$ cat src/rtl/uart_core.sv
// UART transmitter/receiver sharing one oversampling baud tick generator.
// Optional even-parity bit in both directions when UART_PARITY_EN is defined.
//
// state    | meaning (same encoding for the TX and RX FSMs)
// S_IDLE   | line idle; TX ready for a word, RX waiting for a falling edge
// S_START  | start bit (RX: waiting for mid-bit confirmation)
// S_DATA   | data bits, LSB first
// S_PARITY | even-parity bit (UART_PARITY_EN builds only)
// S_STOP   | stop bit(s); frame completes at the end of this state
module uart_core #(
  parameter int NB_DATA    = 8,
  parameter int STOP_BITS  = 1,
  parameter int OVERSAMPLE = 16,
  parameter int DIV_W      = 16
) (
  input  logic               i_clock,
  input  logic               i_reset,
  input  logic [DIV_W-1:0]   i_baud_div,
  input  logic               i_rx,
  input  logic [NB_DATA-1:0] i_tx_data,
  input  logic               i_tx_valid,
  output logic               o_tx_ready,
  output logic               o_tx,
  output logic               o_tx_done_tick,
  output logic [NB_DATA-1:0] o_rx_data,
  output logic               o_rx_done_tick,
  output logic               o_frame_err,
  output logic               o_parity_err
);

  localparam int TCW = $clog2(2 * OVERSAMPLE);
  localparam logic [TCW-1:0] OS_M1   = TCW'(OVERSAMPLE - 1);
  localparam logic [TCW-1:0] HALF_M1 = TCW'(OVERSAMPLE / 2 - 1);
  localparam logic [TCW-1:0] STOP_M1 = TCW'(STOP_BITS * OVERSAMPLE - 1);
  localparam logic [3:0]     LAST_BIT = 4'(NB_DATA - 1);

  typedef enum logic [2:0] {S_IDLE, S_START, S_DATA, S_PARITY, S_STOP} state_t;

  // Divisor is captured at each wrap so a change never truncates a tick period.
  logic [DIV_W-1:0] cnt_q, cnt_d, div_q, div_d;
  logic             tick;

  always_comb begin
    tick  = (cnt_q == div_q);
    cnt_d = tick ? '0 : cnt_q + DIV_W'(1);
    div_d = tick ? i_baud_div : div_q;
  end

  always_ff @(posedge i_clock) begin
    if (i_reset) begin
      cnt_q <= '0;
      div_q <= i_baud_div;
    end else begin
      cnt_q <= cnt_d;
      div_q <= div_d;
    end
  end

  state_t               tx_state_q, tx_state_d;
  logic [NB_DATA-1:0]   tx_sh_q, tx_sh_d;
  logic [TCW-1:0]       tx_tcnt_q, tx_tcnt_d;
  logic [3:0]           tx_bit_q, tx_bit_d;
  logic                 tx_q, tx_d, tx_ready_q, tx_ready_d, tx_done_q, tx_done_d;
`ifdef UART_PARITY_EN
  logic                 tx_par_q, tx_par_d;
`endif

  always_comb begin
    tx_state_d = tx_state_q;
    tx_sh_d    = tx_sh_q;
    tx_tcnt_d  = tx_tcnt_q;
    tx_bit_d   = tx_bit_q;
    tx_d       = tx_q;
    tx_done_d  = 1'b0;
`ifdef UART_PARITY_EN
    tx_par_d   = tx_par_q;
`endif
    case (tx_state_q)
      S_IDLE: begin
        tx_d = 1'b1;
        if (i_tx_valid) begin
          tx_sh_d    = i_tx_data;
`ifdef UART_PARITY_EN
          tx_par_d   = ^i_tx_data;
`endif
          tx_tcnt_d  = OS_M1;
          tx_state_d = S_START;
          tx_d       = 1'b0;
        end
      end
      S_START: if (tick) begin
        if (tx_tcnt_q == '0) begin
          tx_state_d = S_DATA;
          tx_tcnt_d  = OS_M1;
          tx_bit_d   = '0;
          tx_d       = tx_sh_q[0];
        end else begin
          tx_tcnt_d = tx_tcnt_q - TCW'(1);
        end
      end
      S_DATA: if (tick) begin
        if (tx_tcnt_q == '0) begin
          tx_tcnt_d = OS_M1;
          if (tx_bit_q == LAST_BIT) begin
`ifdef UART_PARITY_EN
            tx_state_d = S_PARITY;
            tx_d       = tx_par_q;
`else
            tx_state_d = S_STOP;
            tx_tcnt_d  = STOP_M1;
            tx_d       = 1'b1;
`endif
          end else begin
            tx_bit_d = tx_bit_q + 4'd1;
            tx_sh_d  = tx_sh_q >> 1;
            tx_d     = tx_sh_q[1];
          end
        end else begin
          tx_tcnt_d = tx_tcnt_q - TCW'(1);
        end
      end
      S_PARITY: begin
`ifdef UART_PARITY_EN
        if (tick) begin
          if (tx_tcnt_q == '0) begin
            tx_state_d = S_STOP;
            tx_tcnt_d  = STOP_M1;
            tx_d       = 1'b1;
          end else begin
            tx_tcnt_d = tx_tcnt_q - TCW'(1);
          end
        end
`else
        tx_state_d = S_IDLE;
`endif
      end
      S_STOP: if (tick) begin
        if (tx_tcnt_q == '0) begin
          tx_state_d = S_IDLE;
          tx_done_d  = 1'b1;
          tx_d       = 1'b1;
        end else begin
          tx_tcnt_d = tx_tcnt_q - TCW'(1);
        end
      end
      default: tx_state_d = S_IDLE;
    endcase
    tx_ready_d = (tx_state_d == S_IDLE);
  end

  always_ff @(posedge i_clock) begin
    if (i_reset) begin
      tx_state_q <= S_IDLE;
      tx_sh_q    <= '0;
      tx_tcnt_q  <= '0;
      tx_bit_q   <= '0;
      tx_q       <= 1'b1;
      tx_ready_q <= 1'b1;
      tx_done_q  <= 1'b0;
`ifdef UART_PARITY_EN
      tx_par_q   <= 1'b0;
`endif
    end else begin
      tx_state_q <= tx_state_d;
      tx_sh_q    <= tx_sh_d;
      tx_tcnt_q  <= tx_tcnt_d;
      tx_bit_q   <= tx_bit_d;
      tx_q       <= tx_d;
      tx_ready_q <= tx_ready_d;
      tx_done_q  <= tx_done_d;
`ifdef UART_PARITY_EN
      tx_par_q   <= tx_par_d;
`endif
    end
  end

  assign o_tx           = tx_q;
  assign o_tx_ready     = tx_ready_q;
  assign o_tx_done_tick = tx_done_q;

  logic                 rx_s1_q, rx_s2_q;
  state_t               rx_state_q, rx_state_d;
  logic [NB_DATA-1:0]   rx_sh_q, rx_sh_d, rx_data_q, rx_data_d;
  logic [TCW-1:0]       rx_tcnt_q, rx_tcnt_d;
  logic [3:0]           rx_bit_q, rx_bit_d;
  logic                 rx_done_q, rx_done_d, ferr_q, ferr_d;
`ifdef UART_PARITY_EN
  logic                 rx_par_q, rx_par_d, perr_q, perr_d;
`endif

  always_comb begin
    rx_state_d = rx_state_q;
    rx_sh_d    = rx_sh_q;
    rx_data_d  = rx_data_q;
    rx_tcnt_d  = rx_tcnt_q;
    rx_bit_d   = rx_bit_q;
    rx_done_d  = 1'b0;
    ferr_d     = ferr_q;
`ifdef UART_PARITY_EN
    rx_par_d   = rx_par_q;
    perr_d     = perr_q;
`endif
    case (rx_state_q)
      S_IDLE: if (!rx_s2_q) begin
        rx_state_d = S_START;
        rx_tcnt_d  = HALF_M1;
      end
      S_START: if (tick) begin
        if (rx_tcnt_q == '0) begin
          // A start bit that is high again at mid-bit was only a glitch.
          rx_state_d = rx_s2_q ? S_IDLE : S_DATA;
          rx_tcnt_d  = OS_M1;
          rx_bit_d   = '0;
        end else begin
          rx_tcnt_d = rx_tcnt_q - TCW'(1);
        end
      end
      S_DATA: if (tick) begin
        if (rx_tcnt_q == '0) begin
          rx_tcnt_d = OS_M1;
          rx_sh_d   = {rx_s2_q, rx_sh_q[NB_DATA-1:1]};
          if (rx_bit_q == LAST_BIT) begin
`ifdef UART_PARITY_EN
            rx_state_d = S_PARITY;
`else
            rx_state_d = S_STOP;
`endif
          end else begin
            rx_bit_d = rx_bit_q + 4'd1;
          end
        end else begin
          rx_tcnt_d = rx_tcnt_q - TCW'(1);
        end
      end
      S_PARITY: begin
`ifdef UART_PARITY_EN
        if (tick) begin
          if (rx_tcnt_q == '0) begin
            rx_par_d   = rx_s2_q;
            rx_state_d = S_STOP;
            rx_tcnt_d  = OS_M1;
          end else begin
            rx_tcnt_d = rx_tcnt_q - TCW'(1);
          end
        end
`else
        rx_state_d = S_IDLE;
`endif
      end
      S_STOP: if (tick) begin
        if (rx_tcnt_q == '0) begin
          rx_state_d = S_IDLE;
          rx_done_d  = 1'b1;
          rx_data_d  = rx_sh_q;
          ferr_d     = !rx_s2_q;
`ifdef UART_PARITY_EN
          perr_d     = rx_par_q ^ (^rx_sh_q);
`endif
        end else begin
          rx_tcnt_d = rx_tcnt_q - TCW'(1);
        end
      end
      default: rx_state_d = S_IDLE;
    endcase
  end

  always_ff @(posedge i_clock) begin
    if (i_reset) begin
      rx_s1_q    <= 1'b1;
      rx_s2_q    <= 1'b1;
      rx_state_q <= S_IDLE;
      rx_sh_q    <= '0;
      rx_data_q  <= '0;
      rx_tcnt_q  <= '0;
      rx_bit_q   <= '0;
      rx_done_q  <= 1'b0;
      ferr_q     <= 1'b0;
`ifdef UART_PARITY_EN
      rx_par_q   <= 1'b0;
      perr_q     <= 1'b0;
`endif
    end else begin
      rx_s1_q    <= i_rx;
      rx_s2_q    <= rx_s1_q;
      rx_state_q <= rx_state_d;
      rx_sh_q    <= rx_sh_d;
      rx_data_q  <= rx_data_d;
      rx_tcnt_q  <= rx_tcnt_d;
      rx_bit_q   <= rx_bit_d;
      rx_done_q  <= rx_done_d;
      ferr_q     <= ferr_d;
`ifdef UART_PARITY_EN
      rx_par_q   <= rx_par_d;
      perr_q     <= perr_d;
`endif
    end
  end

  assign o_rx_data      = rx_data_q;
  assign o_rx_done_tick = rx_done_q;
  assign o_frame_err    = ferr_q;
`ifdef UART_PARITY_EN
  assign o_parity_err   = perr_q;
`else
  assign o_parity_err   = 1'b0;
`endif

endmodule

$ cat config.mk
export PLATFORM = sky130hd
export DESIGN_NAME = uart_core
export DESIGN_NICKNAME = d
export VERILOG_FILES = /design/src/rtl/uart_core.sv
export SDC_FILE = /design/constraint.sdc
export NUM_CORES = 1
export LEC_CHECK = 0
export CAP_MARGIN = 20
export CORE_ASPECT_RATIO = 1.75
export CORE_UTILIZATION = 59
export CTS_BUF_LIST = sky130_fd_sc_hd__clkbuf_8
export CTS_CLUSTER_SIZE = 28
export DETAILED_ROUTE_END_ITERATION = 6
export GPL_TIMING_DRIVEN = 0
export PLACE_DENSITY = 0.89
export SLEW_MARGIN = 30
export SYNTH_ARGS = -nofsm -noshare
export SYNTH_HDL_FRONTEND = slang
export SYNTH_SLANG_ARGS = --single-unit
$ cat constraint.sdc
create_clock -name i_clock -period 3.2 [get_ports i_clock]
set_input_delay 0.96 -clock i_clock [delete_from_list [all_inputs] [get_ports i_clock]]
set_output_delay 0.96 -clock i_clock [all_outputs]
set_load 0.1 [all_outputs]
==> run summary <==
=====================================================================================
Final weighted congestion of routability-driven global placement .......       0.9239
Worst-case clock skew ..................................................   0.01201 ns
Die height .............................................................     111.3 um
Largest vdd supply drop ................................................    0.3685 mV
Required time of the critical path .....................................      2.24 ns
Count of mapped cells out of synthesis .................................          418
Total I/O pin count ....................................................           42
Post-detail-place hpwl .................................................     6.374 mm
Share of total power in sequential cells ...............................        0.530
Outcome ................................................................ complete, no violations
Number of synthesized flops with an enable pin .........................           16
Worst-Margin Slew ......................................................    0.9858 ns
Combined buffer and inverter count along the critical path .............            1
Post-synthesis sequential area ratio ...................................       0.4719
Min-delay worst type ...................................................   reg -> reg
Num CTS Buffers ........................................................            9
Clk network pwr share ..................................................        0.371
Kind of end point of the critical path ................................. primary output
Detail-routed via count per cell .......................................        5.782
Global Route Usage Sum .................................................       0.2673
Net Sw Power ...........................................................     547.7 uW
Synth Net Count ........................................................          451
Horiz. Die Dim .........................................................     64.48 um
Slowest cell on crit path .............................................. clkdlybuf4s50_1
Starting density of the core ...........................................       0.6163
Cell type with the largest total area after synthesis ..................      dfxtp_1
Startpoint class of the critical path ..................................     register
Total number of clock tree sinks .......................................           87
Warning count from the yosys run .......................................            0
Post-route setup slack .................................................    0.3702 ns
Fin crit share .........................................................       0.8843
WL/cell ................................................................     15.70 um
Distinct cell type count after synthesis ...............................           66
Wirelength, routed .....................................................     8.715 mm
Gates resized, CTS repair ..............................................            0
Ratio of cells with drive above 1 in the final layout ..................      0.07611
Final max-slew violation count .........................................            0
Proportion of total power due to net switching .........................       0.2460
RSZ-0062 raised after global routing ...................................           no
Fillers ................................................................          519
Top delay family on crit path .......................................... buffers and inverters
Bufs on Longest Clock Path .............................................            2
Post-synth top flop ....................................................      dfxtp_1
DRC viols ..............................................................            0
Number of port buffers .................................................           39
Area growth, synth to finish ...........................................       17.51%
Pin count of the biggest net entering global routing ...................           26
Share of the synthesized area in the top cell type .....................       0.3527
Antenna diode instance count ...........................................            0
Max Clk Rate ...........................................................    353.4 MHz
Core region area .......................................................   6539 sq um
Total via count after detailed routing .................................         3209
Die outline area .......................................................   7178 sq um
Worst slew slack as a fraction of its limit ............................       0.3408
Power per unit of standard cell area ................................... 470.2 nW/um^2
Final global-route overflow total ......................................            0
Fin. Hold Viols ........................................................            0
Number of optimization iterations in the first detailed-route pass .....            5
Clock tree from TritonCTS ..............................................          yes
Maximum net fanout on the critical path ................................            2
Combinational power share ..............................................        0.099
Most numerous cell in the Yosys netlist ................................      dfxtp_1
Fraction of registers with async set or reset after synthesis ..........            0
Detail Route Antenna Nets ..............................................            0
Clk Latency, worst-skew pair ...........................................      0.37 ns
Crit-path cells ........................................................ clkdlybuf4s50_1
Cell-internal power ....................................................      1679 uW
Number of buffers inserted by hold repair at cts .......................            0
Tmin final .............................................................     2.830 ns
Number of setup violations in the final report .........................            0
H-tree lvl count .......................................................            3
Clock-pin slew of the registers on the worst-case setup and hold paths .      0.09 ns
Kind of critical path ..................................................   reg -> out
Vias in the first global route .........................................         3210
Static leakage .........................................................  0.001768 uW
Root buf cell ..........................................................     clkbuf_8
Starting DRC count in detailed routing .................................          262
Global-route wire length before repair .................................     14.56 mm
Pre-CTS setup slack ....................................................    0.2431 ns
Post-synthesis cell area ...............................................   4030 sq um
Power consumption ......................................................      2227 uW
Max capacitance violation total ........................................            0
Cell types with the largest area share after synthesis ................. dfxtp_1 35%, edfxtp_1 12%, xor2_1 5.9%
Most instantiated cells after synthesis ................................ 71 x dfxtp_1, 54 x nor2_1, 38 x nand2_1
Data arrival time of the critical path .................................      1.87 ns
Antenna violations before repair .......................................            0
Critical Path Max Stage Delay ..........................................      1.14 ns
NumNets Final ..........................................................          501
Average footprint of a synthesized cell ................................  9.641 sq um
Rows ...................................................................           39
Post-synthesis register bit count ......................................           87
Buffers inserted by post-CTS timing repair .............................            0
=====================================================================================
-- final timing paths --
kind | from | to | slack, ns | depth (start not counted)
worst max-delay path | o_frame_err$_SDFFE_PP0P_ | o_frame_err | 0.37 | 1
worst min-delay path | rx_s1_q$_SDFF_PP1_ | rx_s2_q$_SDFF_PP1_ | 0.42 | 1
worst max register to register | div_q[8]$_DFFE_PP_ | div_q[9]$_DFFE_PP_ | 0.61 | 5
worst min register to register | rx_s1_q$_SDFF_PP1_ | rx_s2_q$_SDFF_PP1_ | 0.42 | 1
-- sequential cells by signal (all words and copies together) (netlist names), 3 cells and up --
name and count:
rx_tcnt_q 5, tx_bit_q 4, rx_sh_q 8, rx_bit_q 4, cnt_q 16, tx_state_q 3
o_rx_data 8, tx_tcnt_q 5, div_q 16, tx_sh_q 8, rx_state_q 3
-- stage by stage --
stage / std cells / utilization / instance area [sq um] / TNS (ns) / hold slack [ns]
after floorplan: 418 / - / 4030 / 0 / 0.3895
after global placement: 539 / 0.6917 / 4523 / -1.756 / 0.3937
after detailed placement: 539 / 0.6919 / 4524 / 0 / 0.3997
after CTS: 555 / 0.7243 / 4736 / 0 / 0.4248
after global routing: 555 / 0.7243 / 4736 / 0 / 0.4347
final: 555 / 0.7243 / 4736 / 0 / 0.4179
-- routing by layer --
| metal | up-vias | global-route usage | share of wire |
|---|---|---|---|
| met5 | - | 0 | 0 |
| met4 | 0 | 0.1422 | 0.031 |
| met3 | 24 | 0.07480 | 0.044 |
| met2 | 93 | 0.4828 | 0.54 |
| met1 | 1501 | 0.2682 | 0.39 |
| li1 | 1591 | - | - |
-- layout by cell type (no fill, tap or decap), drive strengths merged, types with 3 or more instances in the layout --
| master | instances |
|---|---|
| dfxtp | 71 |
| nor2 | 55 |
| clkdlybuf4s50 | 39 |
| nand2 | 39 |
| xor2 | 27 |
| clkbuf | 27 |
| mux2i | 18 |
| edfxtp | 16 |
| inv | 14 |
| nand3 | 13 |
| a21oi | 13 |
| o21ai | 12 |
| a311oi | 10 |
| nor3 | 9 |
| nand2b | 8 |
| a211oi | 7 |
| nand4 | 7 |
| or3 | 6 |
| and2 | 6 |
| nor2b | 6 |
| ha | 5 |
| nor4 | 5 |
| nand3b | 4 |
| o31ai | 4 |
| xnor2 | 4 |
| and4 | 3 |
| a31oi | 3 |
| or2 | 3 |
| buf | 3 |
-- layout make-up --
type / count / area (sq um) / area share
multi-input combinational: 299 / 1994 / 0.4211
sequential: 87 / 1902 / 0.4016
timing repair buffer: 39 / 390.4 / 0.08243
clock buffer: 9 / 123.9 / 0.02616
tap: 82 / 102.6 / 0.02166
buffer: 21 / 93.84 / 0.01982
clock inverter: 7 / 87.58 / 0.01849
inverter: 11 / 41.29 / 0.008719
-- power groups by stage --
stage	combinational, uW	sequential (uW)	clock [uW]
floorplan	132	1220	0
detailed placement	218	1210	0
global route	241	1190	880
global placement	212	1200	0
finish	220	1180	826
CTS	220	1180	842
-- worst register-to-register path, stage by stage, from the launching register on --
cell and delay (ns):
edfxtp_1 0.42, xor2_1 0.20, nor4_2 0.47, nand4_4 0.30, nand2_1 0.31, clkbuf_2 0.52
-- logic make-up after synthesis --
family,after synthesis,share of synthesized area
simple gates,173,0.2279
flops,87,0.4719
compound gates,69,0.1335
buf+inv,32,0.03322
xor+xnor,31,0.06737
mux,18,0.04471
fa+ha+maj,7,0.02049
other cells,1,0.0009305
(Power assumes the default switching activity.)
